[src/rtl/uart_loader.sv]
// uart_loader: consumes the UART RX byte stream and parses a framed image download.
// Assembles little-endian words and writes them into program memory.
// Holds the core in reset while loading, then answers with ACK or NAK over TX.
module uart_loader #(
  parameter int          WORD_WIDTH     = 32,
  parameter int          ADDR_WIDTH     = 5,
  parameter logic [7:0]  HEADER         = 8'hA5,
  parameter logic [7:0]  ACK_BYTE       = 8'h06,
  parameter logic [7:0]  NAK_BYTE       = 8'h15,
  parameter int          TIMEOUT_CYCLES = 5000000
) (
  input  logic                  clk,
  input  logic                  reset,
  input  logic [7:0]            rx_data,
  input  logic                  rx_valid,
  output logic [7:0]            tx_data,
  output logic                  tx_valid,
  input  logic                  tx_ready,
  output logic                  mem_write,
  output logic [WORD_WIDTH-1:0] mem_data,
  output logic [ADDR_WIDTH-1:0] mem_addr,
  output logic                  core_reset,
  output logic                  busy,
  output logic                  err
);

  localparam int BPW   = WORD_WIDTH / 8;
  localparam int DEPTH = 2 ** ADDR_WIDTH;
  localparam int BIW   = (BPW > 1) ? $clog2(BPW) : 1;
  localparam int TW    = $clog2(TIMEOUT_CYCLES + 1);
  // One extra bit so the word total can hold DEPTH itself (COUNT byte of 0).
  localparam int WIW   = ADDR_WIDTH + 1;

  localparam logic [WIW-1:0] DEPTH_W   = WIW'(DEPTH);
  localparam logic [TW-1:0]  TIMEOUT_W = TW'(TIMEOUT_CYCLES);
  localparam logic [BIW-1:0] LAST_LANE = BIW'(BPW - 1);

  typedef enum logic [2:0] {
    S_IDLE,
    S_COUNT,
    S_DATA,
    S_CSUM,
    S_REPLY
  } state_t;

  state_t                state;
  logic [BIW-1:0]        byte_idx;
  logic [WIW-1:0]        word_idx;
  logic [WIW-1:0]        word_total;
  logic [7:0]            checksum;
  logic [TW-1:0]         timer;
  logic [WORD_WIDTH-1:0] asm_word;
  logic                  reply_ack;

  logic [WORD_WIDTH-1:0] asm_next;
  logic                  count_too_big;
  logic                  timer_expired;
  logic                  last_byte;
  logic                  last_word;

  // Merge the incoming byte into its lane so a completed word can be written in one step.
  always_comb begin
    asm_next = asm_word;
    for (int i = 0; i < BPW; i++) begin
      if (BIW'(i) == byte_idx) begin
        asm_next[i*8 +: 8] = rx_data;
      end
    end
  end

  assign count_too_big = (32'(rx_data) > DEPTH);
  assign timer_expired = (timer == TIMEOUT_W);
  assign last_byte     = (byte_idx == LAST_LANE);
  assign last_word     = (word_idx == (word_total - WIW'(1)));

  // The TX side must never see a request while it is not ready, so valid is gated by ready.
  assign tx_valid = (state == S_REPLY) && tx_ready;
  assign busy     = (state != S_IDLE);

  // Frame parser: header, word count, data bytes, checksum, then the reply handshake.
  always_ff @(posedge clk or posedge reset) begin
    if (reset) begin
      state      <= S_IDLE;
      tx_data    <= 8'd0;
      mem_write  <= 1'b0;
      mem_data   <= '0;
      mem_addr   <= '0;
      core_reset <= 1'b0;
      err        <= 1'b0;
      byte_idx   <= '0;
      word_idx   <= '0;
      word_total <= '0;
      checksum   <= 8'd0;
      timer      <= '0;
      asm_word   <= '0;
      reply_ack  <= 1'b0;
    end else begin
      mem_write <= 1'b0;

      if (rx_valid || state == S_IDLE || state == S_REPLY) begin
        timer <= '0;
      end else begin
        timer <= timer + TW'(1);
      end

      case (state)
        S_IDLE: begin
          if (rx_valid && rx_data == HEADER) begin
            core_reset <= 1'b1;
            err        <= 1'b0;
            checksum   <= 8'd0;
            word_idx   <= '0;
            byte_idx   <= '0;
            state      <= S_COUNT;
          end
        end

        S_COUNT: begin
          if (rx_valid) begin
            if (count_too_big) begin
              err       <= 1'b1;
              tx_data   <= NAK_BYTE;
              reply_ack <= 1'b0;
              state     <= S_REPLY;
            end else begin
              word_total <= (rx_data == 8'd0) ? DEPTH_W : WIW'(rx_data);
              state      <= S_DATA;
            end
          end else if (timer_expired) begin
            err       <= 1'b1;
            tx_data   <= NAK_BYTE;
            reply_ack <= 1'b0;
            state     <= S_REPLY;
          end
        end

        S_DATA: begin
          if (rx_valid) begin
            asm_word <= asm_next;
            checksum <= checksum + rx_data;
            if (last_byte) begin
              mem_write <= 1'b1;
              mem_data  <= asm_next;
              mem_addr  <= word_idx[ADDR_WIDTH-1:0];
              word_idx  <= word_idx + WIW'(1);
              byte_idx  <= '0;
              if (last_word) begin
                state <= S_CSUM;
              end
            end else begin
              byte_idx <= byte_idx + BIW'(1);
            end
          end else if (timer_expired) begin
            err       <= 1'b1;
            tx_data   <= NAK_BYTE;
            reply_ack <= 1'b0;
            state     <= S_REPLY;
          end
        end

        S_CSUM: begin
          if (rx_valid) begin
            if (rx_data == checksum) begin
              tx_data   <= ACK_BYTE;
              reply_ack <= 1'b1;
            end else begin
              err       <= 1'b1;
              tx_data   <= NAK_BYTE;
              reply_ack <= 1'b0;
            end
            state <= S_REPLY;
          end else if (timer_expired) begin
            err       <= 1'b1;
            tx_data   <= NAK_BYTE;
            reply_ack <= 1'b0;
            state     <= S_REPLY;
          end
        end

        S_REPLY: begin
          // A failed download keeps the core parked so a corrupt image never runs.
          if (tx_ready) begin
            state <= S_IDLE;
            if (reply_ack) begin
              core_reset <= 1'b0;
            end
          end
        end

        default: begin
          state <= S_IDLE;
        end
      endcase
    end
  end

endmodule

[config.mk]
export PLATFORM = sky130hd
export DESIGN_NAME = uart_loader
export DESIGN_NICKNAME = d
export VERILOG_FILES = /design/src/rtl/uart_loader.sv
export SDC_FILE = /design/constraint.sdc
export NUM_CORES = 1
export LEC_CHECK = 0
export BUFFER_PORTS_ARGS = -buffer_cell sky130_fd_sc_hd__buf_2
export CORE_MARGIN = 8
export CORE_UTILIZATION = 60
export DETAILED_ROUTE_END_ITERATION = 6
export PLACE_DENSITY = 0.79
export SETUP_SLACK_MARGIN = 0.2
export SLEW_MARGIN = 20
export SYNTH_ARGS = -nofsm -noshare
export SYNTH_HDL_FRONTEND = slang
export SYNTH_SLANG_ARGS = --single-unit
[constraint.sdc]
create_clock -name clk -period 9.45 [get_ports clk]
set_clock_uncertainty 0.1 [all_clocks]
set_input_delay 0.4725 -clock clk [delete_from_list [all_inputs] [get_ports clk]]
set_output_delay 0.4725 -clock clk [all_outputs]
set_load 0.05 [all_outputs]
==> metrics.txt, run 1 <==
outcome=completed; Layout Area Growth over Synthesis=17.8%; CP most frequent cell=buf_4; core area=9200 um^2; Max Cap Viol=0; die height=about 110 um; postcts setup bufs=0; ys async rst share=100%; chip width=113 um; clk buf depth=2; fin crit period=about 2.8 ns; CTS root buf=clkbuf_8; overall global routing resource usage=20.6%; final hold slack=0.0494 ns; CTS sink count=approximately 120; Starting Density=between 60% and 70%; gpl congestion=0.848; fmax=~350 MHz; Cells after Synth=538; Final HPWL DP=8.21 mm; Row Count=35; # port buffers=61; CP arrival=3.13 ns; CP max stage delay=0.48 ns; slowest stage cell on the critical path=inv_1; Tightest Hold Check Type=in -> reg; Wirelength per Cell=17.5 um; register area share after synthesis=53.4%; Clk Latency, worst-skew pair=0.51 ns; Post-synth top flop=dfrtp_1; GRT overflow=0; mean number of vias per cell=5.71; FF+latch count, synth=121; pwr dens=309 nW/um^2; RSZ-0062 raised after global routing=no; initial antenna violation count=0; Netlist cell types=50; DRC viols=0; commonest non-fill, non-tap cell in the layout=dfrtp_1; number of flops mapped to enable cells by yosys=0; total negative slack=0 ns; Ant. Diodes=0; Synth Net Count=566; Max FO, Critical Path=62; via count=4099; Worst-Margin Slew=0.947 ns; Final Cycle Share=between 20 and 30%; Leakage Power=roughly 3.3 nW; Worst-path clk slew=0.06 ns; Max IR drop VDD=~0.19 mV; DR pass1 iterations=5; IO Pins=62; DR iter-0 viols=207; cts hold-fix bufs=1; Slew Viols, Final=0; Worst setup SP type=register; Final #Nets=623; first-pass GRT wire length=20.9 mm; critical-path cell list=nor2b_1, nor3b_1, buf_4, nand2_1, buf_4, inv_1, nand4_1, xor2_1, nor2_1; antenna viol nets, final=0; critical path type=reg -> reg; Final Cell Area=approximately 6700 um^2; layout cells sized above 1=approximately 22%; Post-Syn Area per Cell=10.5 um^2; CTS-repair resized insts=0; pin count of the biggest net entering global routing=74; H-tree levels=4; most frequent cells in the layout=dfrtp_1 (121), nand2_1 (91), buf_2 (61); Worst slew margin=36.9%; crit end category=register; Inserted Clock Buffers=17; number of global-route vias before repair=~4200; Final Util=roughly 73%; clock tree from TritonCTS=done; die area=12800 um^2; final hold viol count=0; Final Power=between 0.002 and 0.0025 W; CP Data Required Time=9.75 ns; placed cell area=around 6000 um^2; Netlist Area Pre-Place=5670 um^2; Synth Warn #=0; WL final=12.6 mm; endpoints failing setup=0
==> cell usage after synthesis (3+ instances only) <==
library cell	instances	share of area, %
clkbuf_1	21	1.4
xnor2_1	13	2.0
buf_2	3	0.26
o21ai_0	32	2.8
and2b_1	4	0.53
mux2i_1	24	4.2
nand2_1	91	6.0
and3_1	5	0.55
o22ai_1	5	0.55
mux2_2	29	5.8
xor2_1	26	4.0
or3_1	6	0.66
ha_1	15	3.3
nand4_1	12	1.3
a21oi_1	8	0.71
nor4b_2	3	0.79
a21o_1	3	0.40
and4_1	3	0.46
nor3_1	5	0.44
dfrtp_1	121	53
nor2_1	42	2.8
nand3_1	12	1.1
inv_1	17	1.1
buf_1	4	0.26
==> per-stage QoR <==
stage / setup slack, ns / instances
2_1_floorplan: 5.66 / 538
3_3_place_gp: 6.58 / 686
3_5_place_dp: 6.51 / 686
4_1_cts: 6.62 / 718
5_1_grt: 6.31 / 718
6_report: 6.62 / 718
==> critical path: cells and delay by family, from the launching register on <==
family,cells,cell delay [ns]
XOR/XNOR,1,0.20
buffers and inverters,3,0.99
flip-flops,1,0.47
AND/OR/NAND/NOR,5,0.95
==> worst paths after layout <==
check	depth (start not counted)	from	to	slack [ns]
max	9	state[2]	word_idx[5]	6.62
min	2	tx_ready	state[2]	0.05
max reg2reg	9	state[2]	word_idx[5]	6.62
min reg2reg	2	mem_data[24]	mem_data[24]	0.37
max in group asynchronous	4	reset	mem_data[25]	7.43
min in group asynchronous	3	reset	timer[16]	0.49
==> routing by layer <==
metal / GRT usage, % / vias to the layer above / part of all wire (%) / wire, um
met5: 0 / - / 0 / 0
met4: 9.15 / 0 / 2.5 / 312
met3: 4.95 / 30 / 5.5 / 691
met2: 33.5 / 109 / 50 / 6280
met1: 25.7 / 2003 / 42 / 5280
li1: - / 1957 / - / -
==> power breakdown <==
group,internal (W),switching [W],total (W)
Sequential,0.000636,0.0000845,0.000720
Clock,0.000460,0.000227,0.000687
Combinational,0.000226,0.000430,0.000656
==> area by class of cell <==
cell class                 count  area, um^2
multi-input combinational    372        2470
sequential                   121        3030
timing repair buffer          66         345
fill                         630        2510
inverter                      17        66.3
clock buffer                  19         432
tap                          111         139
clock inverter                12         198
==> flip-flops by register name, summed over array words and instances (netlist names) <==
signal	flops
err	1
word_idx	6
checksum	8
mem_addr	5
state	3
byte_idx	2
mem_data	32
tx_data	8
core_reset	1
mem_write	1
word_total	6
reply_ack	1
asm_word	24
timer	23
==> cell families after synthesis <==
logic type / count (synthesis) / synth area share [%]
simple gates: 197 / 16.5
flops: 121 / 53.4
compound gates: 67 / 7.41
mux: 53 / 9.99
buf+inv: 45 / 3.04
xor+xnor: 39 / 6.02
fa+ha+maj: 16 / 3.66
Power figures use the tool's default switching activity.
==> run 2: changes to the inputs <==
--- a/config.mk
+++ b/config.mk
@@ -7,9 +7,9 @@
 export LEC_CHECK = 0
 export BUFFER_PORTS_ARGS = -buffer_cell sky130_fd_sc_hd__buf_2
 export CORE_MARGIN = 8
-export CORE_UTILIZATION = 60
+export CORE_UTILIZATION = 58
 export DETAILED_ROUTE_END_ITERATION = 6
-export PLACE_DENSITY = 0.79
+export PLACE_DENSITY = 0.77
 export SETUP_SLACK_MARGIN = 0.2
 export SLEW_MARGIN = 20
 export SYNTH_ARGS = -nofsm -noshare
==> constraint.sdc (replaced) <==
create_clock -name clk -period 2.7 [get_ports clk]
set_clock_uncertainty 0.1 [all_clocks]
set_input_delay 0.135 -clock clk [delete_from_list [all_inputs] [get_ports clk]]
set_output_delay 0.135 -clock clk [all_outputs]
set_load 0.05 [all_outputs]
==> metrics.txt, run 2 (synthesis gave the netlist of run 1 again) <==
Tightest Hold Check Type=in -> async; RSZ-0062 raised after global routing=no; overall global routing resource usage=21.4%; Final #Nets=644; H-tree levels=4; placed cell area=~6000 um^2; Final HPWL DP=8.20 mm; Leakage Power=approximately 3.4 nW; layout cells sized above 1=23.5%; die area=13200 um^2; fin crit period=2.42 ns; Max FO, Critical Path=5; Worst-path clk slew=0.06 ns; DRC viols=0; mean number of vias per cell=5.68; Worst setup SP type=register; final hold slack=0.0384 ns; die height=115 um; Slew Viols, Final=0; IO Pins=62; clk buf depth=2; # port buffers=61; CP Data Required Time=3.00 ns; outcome=completed; R2R depth=6; final non-filler cell total=762; final hold viol count=0; Layout Area Growth over Synthesis=22.8%; first-pass GRT wire length=between 20 and 25 mm; Final Cell Area=6960 um^2; Final Cycle Share=89.7%; antenna viol nets, final=0; CTS sink count=121; number of flip-flops in the largest register=32; DR pass1 iterations=4; worst reg2reg path endpoint=tx_data[5]; GRT overflow=0; Worst-Margin Slew=0.641 ns; Placed Cells=717; leading registers by flop count=mem_data (32), asm_word (24), timer (23); core area=~9600 um^2; Reg-to-Reg Start=timer[17]; Starting Density=58.8%; Worst Setup SP=timer[17]; crit end category=register; Largest Register=mem_data; Wirelength per Cell=17.6 um; Row Count=36; pwr dens=1050 nW/um^2; CP arrival=around 2.7 ns; DR iter-0 viols=306; WL final=13.4 mm; critical path type=reg -> reg; pin count of the biggest net entering global routing=62; most frequent cells in the layout=dfrtp_1 (121), nand2_1 (91), buf_2 (61); Worst slew margin=57.1%; Inserted Clock Buffers=17; Max IR drop VDD=between 0.5 and 0.6 mV; r2r setup slk=0.28 ns; initial antenna violation count=0; commonest non-fill, non-tap cell in the layout=dfrtp_1; Max Cap Viol=0; filler instances=652; chip width=115 um; gpl congestion=between 0.8 and 0.9; Clk Latency, worst-skew pair=0.51 ns; Ant. Diodes=0; endpoints failing setup=0; number of global-route vias before repair=4516; total negative slack=0 ns; CTS root buf=clkbuf_8; fmax=413 MHz; clock tree from TritonCTS=done; via count=around 4300
[run 2: cell count changes in the layout (fill, tap and decap cells not counted), moves of 2 or more]
cell and change:
dlygate4sd3_1 +10, buf_4 +9, buf_12 +2, clkbuf_8 +2
[run 2: routing by layer]
metal	up-vias	track usage, %	part of all wire (%)
met5	-	0	0
li1	1998	-	-
met1	2163	25.6	42
met2	136	35.9	50
met4	0	10.4	2.4
met3	31	4.78	5.7
[run 2: report_power, final]
part	internal (W)	switching, W
Sequential	0.00223	0.000297
Clock	0.00166	0.000808
Combinational	0.000832	0.00151
[run 2: through the flow]
stage | total power [W] | utilization (%) | setup slack, ns
2_1_floorplan | 0.00427 | - | 0.326
3_3_place_gp | 0.00472 | 63.9 | 0.260
3_5_place_dp | 0.00482 | 63.9 | 0.231
4_1_cts | 0.00735 | 71.9 | 0.243
5_1_grt | 0.00768 | 72.2 | 0.174
6_report | 0.00734 | 72.2 | 0.277
[run 2: what timing repair did]
action                     4_1_cts  5_1_grt
setup endpoints to repair        6        6
resized for setup                2        2
hold endpoints to repair       141        0
pin swaps                        1        2
buffers inserted                 0        2
hold buffers                    11        0
cloned                           0        0
[run 2: layout make-up]
| type | instances | area [um^2] | area share [%] |
|---|---|---|---|
| Sequential cell | 121 | 3030 | 43.5 |
| Timing Repair Buffer | 87 | 553 | 7.94 |
| Inverter | 17 | 67.6 | 0.970 |
| Multi-Input combinational cell | 372 | 2500 | 35.9 |
| Tap cell | 133 | 166 | 2.39 |
| Clock buffer | 20 | 455 | 6.54 |
| Clock inverter | 12 | 194 | 2.79 |
[run 2: worst max-delay path by stage]
stage	end
finish	tx_data[5]
global route	tx_data[5]
CTS	tx_data[5]
detailed placement	tx_data[3]
global placement	tx_data[3]
floorplan	tx_data[0]
[run 2: worst max-delay path, cell delays in order, from the launching register on]
cell,delay [ns]
dfrtp_1,0.46
nor4bb_4,0.35
nand4_1,0.13
or4_4,0.48
a2111oi_4,0.43
buf_4,0.19
and2b_1,0.18
